**config.mk**
```make
export PLATFORM = sky130hd
export DESIGN_NAME = int_to_float_unit
export DESIGN_NICKNAME = d
export VERILOG_FILES = /design/src/rtl/int_to_float_unit.sv
export SDC_FILE = /design/constraint.sdc
export NUM_CORES = 1
export LEC_CHECK = 0
export CORE_ASPECT_RATIO = 1.2
export CORE_MARGIN = 8
export CORE_UTILIZATION = 35
export CTS_CLUSTER_SIZE = 28
export DETAILED_ROUTE_END_ITERATION = 7
export HOLD_SLACK_MARGIN = 0.1
export PLACE_DENSITY = 0.65
export RECOVER_POWER = 100
export SYNTH_ARGS = -nofsm -noshare
export SYNTH_HDL_FRONTEND = slang
export SYNTH_SLANG_ARGS = --single-unit
```
**constraint.sdc**
```tcl
create_clock -name clk -period 3.1 [get_ports clk]
set_input_delay 0.465 -clock clk [delete_from_list [all_inputs] [get_ports clk]]
set_output_delay 0.465 -clock clk [all_outputs]
set_load 0.1 [all_outputs]
```
**src/rtl/int_to_float_unit.sv**
```systemverilog
// Multi-cycle 32-bit integer to IEEE-754 single-precision converter.
// A one-bit-per-cycle normalizing shifter feeds a single rounding step; valid/ready on both sides.
module int_to_float_unit #(
  parameter int SIGNED_IN  = 1,
  parameter int ROUND_MODE = 0
) (
  input  logic        clk,
  input  logic        rst_n,
  input  logic        in_valid,
  output logic        in_ready,
  input  logic [31:0] in_data,
  output logic        out_valid,
  input  logic        out_ready,
  output logic [31:0] out_data,
  output logic        out_inexact
);

  typedef enum logic [1:0] {
    IDLE  = 2'd0,
    NORM  = 2'd1,
    ROUND = 2'd2,
    DONE  = 2'd3
  } state_t;

  localparam logic [7:0] EXP_TOP = 8'd158;

  state_t      state_r;
  state_t      state_s;
  logic [31:0] mag_r;
  logic [31:0] mag_s;
  logic [7:0]  exp_r;
  logic [7:0]  exp_s;
  logic        sign_r;
  logic        sign_s;
  logic [31:0] out_data_r;
  logic [31:0] data_s;
  logic        out_inexact_r;
  logic        inexact_s;
  logic        out_valid_r;
  logic        in_ready_r;

  logic        op_sign_s;
  logic [31:0] op_mag_s;
  logic [22:0] rnd_frac_s;
  logic        rnd_g_s;
  logic        rnd_s_s;
  logic [22:0] rnd_sum_s;
  logic        rnd_carry_s;

  // Round-to-nearest-even increments on guard set with sticky or odd lsb; truncate never does.
  function automatic logic round_up_f(input logic [22:0] frac, input logic g, input logic s);
    return (ROUND_MODE == 32'sd0) && g && (s || frac[0]);
  endfunction

  // Next-state, datapath and result computation.
  always_comb begin
    state_s   = state_r;
    mag_s     = mag_r;
    exp_s     = exp_r;
    sign_s    = sign_r;
    data_s    = out_data_r;
    inexact_s = out_inexact_r;

    op_sign_s  = (SIGNED_IN != 32'sd0) && in_data[31];
    op_mag_s   = op_sign_s ? (32'd0 - in_data) : in_data;
    rnd_frac_s = mag_r[30:8];
    rnd_g_s    = mag_r[7];
    rnd_s_s    = |mag_r[6:0];
    {rnd_carry_s, rnd_sum_s} = {1'b0, rnd_frac_s} +
                               {23'd0, round_up_f(rnd_frac_s, rnd_g_s, rnd_s_s)};

    case (state_r)
      IDLE: begin
        if (in_valid) begin
          sign_s = op_sign_s;
          mag_s  = op_mag_s;
          exp_s  = EXP_TOP;
          if (op_mag_s == 32'd0) begin
            data_s    = 32'd0;
            inexact_s = 1'b0;
            state_s   = DONE;
          end else if (op_mag_s[31]) begin
            // Already normalized: skip the shifter entirely.
            state_s = ROUND;
          end else begin
            state_s = NORM;
          end
        end else begin
          state_s = IDLE;
        end
      end
      NORM: begin
        mag_s = {mag_r[30:0], 1'b0};
        exp_s = exp_r - 8'd1;
        // Leave as soon as this shift brings the leading one to the top.
        if (mag_r[30]) begin
          state_s = ROUND;
        end else begin
          state_s = NORM;
        end
      end
      ROUND: begin
        // A carry out of the fraction leaves it zero and bumps the exponent.
        data_s    = {sign_r, exp_r + {7'd0, rnd_carry_s}, rnd_sum_s};
        inexact_s = rnd_g_s | rnd_s_s;
        state_s   = DONE;
      end
      DONE: begin
        if (out_ready) begin
          state_s = IDLE;
        end else begin
          state_s = DONE;
        end
      end
      default: begin
        state_s = IDLE;
      end
    endcase
  end

  // State, datapath and registered handshake/result outputs.
  always_ff @(posedge clk or negedge rst_n) begin
    if (!rst_n) begin
      state_r       <= IDLE;
      mag_r         <= 32'd0;
      exp_r         <= 8'd0;
      sign_r        <= 1'b0;
      out_data_r    <= 32'd0;
      out_inexact_r <= 1'b0;
      out_valid_r   <= 1'b0;
      in_ready_r    <= 1'b1;
    end else begin
      state_r       <= state_s;
      mag_r         <= mag_s;
      exp_r         <= exp_s;
      sign_r        <= sign_s;
      out_data_r    <= data_s;
      out_inexact_r <= inexact_s;
      out_valid_r   <= (state_s == DONE);
      in_ready_r    <= (state_s == IDLE);
    end
  end

  assign in_ready    = in_ready_r;
  assign out_valid   = out_valid_r;
  assign out_data    = out_data_r;
  assign out_inexact = out_inexact_r;

endmodule

```
======== After elaboration in Yosys (flattened, before gate mapping) ========
Cells that the tools add are included.
storage, ports and cells
  bits in registers ....................... 77
  bits of input ports ..................... 36
  output and inout port bits .............. 35
  logic and storage cells ................. 47
operators by class
  add/subtract/negate cells ............... 4
  eq/ne operators ......................... 6
  mux-type cells .......................... 17
  bitwise operators ....................... 1
  reduce and logical (&&, ||, !) cells .... 11
operator list
  kind                                                                  count
  32-bit two-way mux                                                    3
  32-bit one-hot mux with 2 select lines                                1
  31-bit one-hot mux with 2 select lines                                1
  32-bit logical NOT                                                    1
  1-bit by 32-bit subtractor with 32-bit output (first input constant)  1
  31-bit two-way mux                                                    1
  23-bit by 1-bit adder with 24-bit output                              1
  8-bit one-hot mux with 2 select lines                                 1
  2-bit two-way mux                                                     5
  8-bit by 1-bit adder with 8-bit output                                1
  8-bit two-way mux                                                     1
  2-bit one-hot mux with 4 select lines                                 1
  8-bit by 1-bit subtractor with 8-bit output (second input constant)   1
  7-bit OR reduction                                                    1
  2-bit == test (second input constant)                                 3
  2-bit logical NOT                                                     2
  2-bit inequality test (second input constant)                         2
  2-bit AND reduction                                                   2
  2-bit nonzero test                                                    2
  3-bit AND reduction                                                   1
  2-bit by 1-bit == test with 1-bit output (second input constant)      1
  1-bit two-way mux                                                     2
  1-bit one-hot mux with 2 select lines                                 1
  1-bit logical AND                                                     1
  other kinds (2)                                                       2

======== Longest topological paths before layout ========
  depth in word-level cells ............... 7
  mapped depth ............................ 15
  mapped depth without buffers ............ 15

======== Least setup slack after synthesis ========
No wires, ideal clock.
  kind .................................... input-to-reg
  start point ............................. in in_data[9]
  end point ............................... reg out_data_r[0] (netlist: out_data[0])
  library setup time ...................... 0.122 ns
  data arrival time ....................... 3.196 ns
  required time ........................... 2.978 ns
  path slack .............................. -0.219 ns
  stages on the path ...................... 10
  path buffers ............................ 2
  cells stage by stage .................... or4_4 -> or4_1 -> buf_2 -> or4b_1 -> nand4_1 -> o211ai_1 -> nor4_2 -> nor3b_4 -> buf_6 -> nor2_1
on the way
  word-level cells in the longest chain between the ends .. 5
RTL lines
  item                                           line  text
  from (decl)                                    11    input logic [31:0] in_data,
  1-bit by 32-bit subtractor with 32-bit output  65    op_mag_s = op_sign_s ? (32'd0 - in_data) : in_data;
  32-bit two-way mux *                           65
  32-bit logical NOT *                           78    if (op_mag_s == 32'd0) begin
  2-bit inequality test (no line) *              n/a
  3-bit AND reduction (no line) *                n/a
  to (signal assigned)                           137   out_data_r <= data_s;
  to (decl)                                      35    logic [31:0] out_data_r;
Mark *: on every way between the ends. The rest lies on a longest branch, timed or not.
A chain may end at the register's enable or synchronous reset.

======== Worst setup path in the final report ========
  start point ............................. in in_data[9]
  end point ............................... reg out_data_r[19] (netlist: out_data[19])
Same word-level chain as after synthesis.

==> impl_results.md <==
* Slowest cell on crit path: or4_4
* Reg power frac at 0.427
* DR pass1 iterations at 5
* Layout cells sized above 1 at 0.291
* TritonCTS clock tree: built
* Placed cell area at 6120 µm²
* H-tree Lvls at 3
* Ys flop type: dfrtp_1
* First-pass GRT wire length at 24.1 mm
* Layout area overhead at 42.0%
* Non-filler cells, final at ~900
* Global route hottest layer: met2
* RR Endpoint: out_data[25]
* Top-count cell post-synth: dfrtp_1
* FP Rows at 46
* Final setup fails at 25
* Warning count from the yosys run at 0
* Synth Cell Area at 4770 µm²
* Status: finished with violations
* Max-slew headroom at -0.260
* # IOs at slightly above 70
* Die Width at 123 µm
* Slew @ Worst Pin at approximately 1900 ps
* Synth top area cells: dfrtp_1, xor2_1, nor2_1, o21ai_0, a22oi_1
* Leak at around 2.7 nW
* Post-synth EDFFs at 0
* Yosys top cell by area: dfrtp_1
* DRT iter0 DRCs at 180
* Port Buf Inserts at 70
* Placed cells at about 850
* CTS buffer count at 9
* Final instance area at between 6000 and 7000 µm²
* Max-slew violation count at 78
* CP startpoint kind: input pin
* Min-delay worst type: reg2reg
* Largest net degree at the start of global routing at 78
* Setup CP Type: in2reg
* Met2 Use GR at 0.308
* CP startpoint: in_data[9]
* RSZ-0062 raised after global routing: true
* Async set or reset register ratio after synthesis at 1.00
* Post-Route WL at 14.8 mm
* Post-CTS Hold Fix Bufs at 0
* Fin crit share at 1.04
* Hold WS at 486 ps
* Max-cap viol count at 1
* Area share of the largest cell type after synthesis at 0.399
* Clock skew at between 9 and 10 ps
* Clk sink count at 77
* Endpoint class of the critical path: flop
* DRC viols at 0
* Synth top cells by count: dfrtp_1, nor2_1, o21ai_0
* GR Overflow Total at 0
* Reg2reg setup slack at 200 ps
* Nets at 754
* Clock tree buffer depth at 2
* Endpoints failing hold at 0
* Worst setup margin at -122 ps
* Worst Reg-to-Reg Cells at 14
* Initial Utilization at 0.359
* Setup TNS at -2150 ps
* Vias at between 4000 and 5000
* Met3 usage at 0.0287
* Switching pwr at between 0.5 and 0.6 mW
* Worst-path clk slew at 50 ps
* Yosys reg bits at 77
* CP required at 3310 ps
* Logic pwr share at 0.123
* Core ar. at 13300 µm²
* DP HPWL at 10.4 mm
* Cell count after synthesis at 557
* CP Capture Point: out_data[19]
* Seq/Total Area, Yosys at 0.404
* Peak VDD IR at 0.254 mV
* Distinct cells, synth at 54
* Initial antenna violation count at 0
* CP arrival at 3430 ps
* Crit path largest cell delay at 580 ps
* WL per Instance at 16.7 µm
* Hold Startpoint: sign_r
* Syn_nets at 599
* Failing checks: capacitance limit, slew limit, setup timing
* Worst Path Max Fanout at 8
* Die area at 17600 µm²
* Worst path cell trace: buf_6 > or4_4 > or4_4 > o31ai_2 > xor2_1 > nand4_1 > nor4_4 > nor3b_4 > buf_6 > buf_12 > buf_12 > nor2_4
* Vias in the first global route at 4984
* Int Pwr at roughly 1.8 mW
* Met1 Use GR at 0.188
* Clk network pwr share at 0.450
* Power density over cell area at 347 nW/µm²
* Place WS at -687 ps
* Via density at 5.37
* All-Layer GR Usage at 0.171
* Die H at 144 µm
* Switching share of power at 0.228
* Fmax at 310 MHz
* Clk Latency, worst-skew pair at 340 ps
* Worst flop-to-flop path startpoint: mag_r[3]
* RD Place Congestion at between 0.9 and 1
* Antenna-violating nets left at 0
* ANT cells at 0
* Root buffer cell: clkbuf_16
* Syn Area/Cell at 8.57 µm²
* Final Critical Period at 3220 ps
==> stage by stage <==
step                       util  power (mW)
final                     0.510        2.35
after global routing      0.510        2.44
after CTS                 0.512        2.35
after detailed placement  0.460        1.29
after global placement    0.460        1.28
after floorplan               -        1.11
==> worst max-delay path: cells and delay by family <==
kind | cells | cell delay, ps
buffers and inverters | 4 | 520
AND/OR/NAND/NOR | 6 | 1910
AO/OA/AOI/OAI | 1 | 260
XOR/XNOR | 1 | 270
==> cells in the final DEF, fill, tap and decap left out, types with 4 or more instances in the layout <==
master,instances
clkbuf_2,4
nor2_2,16
o21ai_0,46
or3_1,6
mux2i_1,6
nor2_4,8
xor2_1,42
buf_12,5
buf_2,9
or4_4,9
buf_6,9
inv_1,7
clkbuf_16,9
nor4_1,8
o31ai_1,8
nor3_1,15
buf_4,103
dfrtp_1,76
xnor2_1,10
a22oi_1,30
nand3_1,15
clkbuf_1,38
nand2_1,38
clkdlybuf4s50_1,8
nand4_1,14
a21oi_1,35
and3_1,6
ha_1,6
or4_1,4
nor2_1,51
dlygate4sd2_1,5
==> what timing repair did <==
action                                  in CTS  in global routing
pin swaps                                   28                 21
gates cloned                                 4                  0
setup buffers                               22                  3
gates resized for setup                    102                 55
endpoints found under the setup margin      34                 34
==> worst min-delay path by stage <==
stage | endpoint | depth (start not counted) | slack [ps]
finish | sign_r | 2 | 490
global placement | sign_r | 2 | 470
floorplan | exp_r[0] | 0 | 170
global route | sign_r | 2 | 530
detailed placement | sign_r | 2 | 480
CTS | out_data[9] | 1 | 320
==> per-layer routing <==
layer	routed length, µm	up-vias
met2	7830	120
met4	359	0
met5	0	-
li1	-	2337
met3	553	26
met1	6030	2267
==> power by group through the flow <==
stage               Combinational (mW)  Sequential [mW]  Clock, mW
finish                           0.288             1.01       1.06
global route                     0.314             1.00       1.12
CTS                              0.275             1.01       1.07
detailed placement               0.264             1.02          0
global placement                 0.261             1.02          0
floorplan                       0.0823             1.02          0
==> sequential cells by signal, summed over array words and instances (netlist names) <==
signal	cells
in_ready	1
out_data	32
exp_r	8
mag_r	31
sign_r	1
state_r	2
out_inexact	1
out_valid	1
==> cell type report <==
type,count,area [µm²]
fillers,1258,6520
multi-input cells,433,2940
flip-flops and latches,77,1930
repair buffers,184,1370
clock buffers,13,260
well taps,168,210
clock inverters,3,43.8
inverters,7,26.3
==> cells by family (layout without fill, tap and decap cells) <==
group,Yosys count,count (layout),share of synthesized area
DFF,77,77,0.404
AOI/OAI and AO/OA,147,147,0.191
xor gates and xnor gates,53,53,0.0973
buffers and inverters,47,207,0.0422
adders and majority gates,6,6,0.0157
and+or+nand+nor,220,220,0.235
muxes,7,7,0.0149
Note: power is estimated with default switching activity, not from simulation.
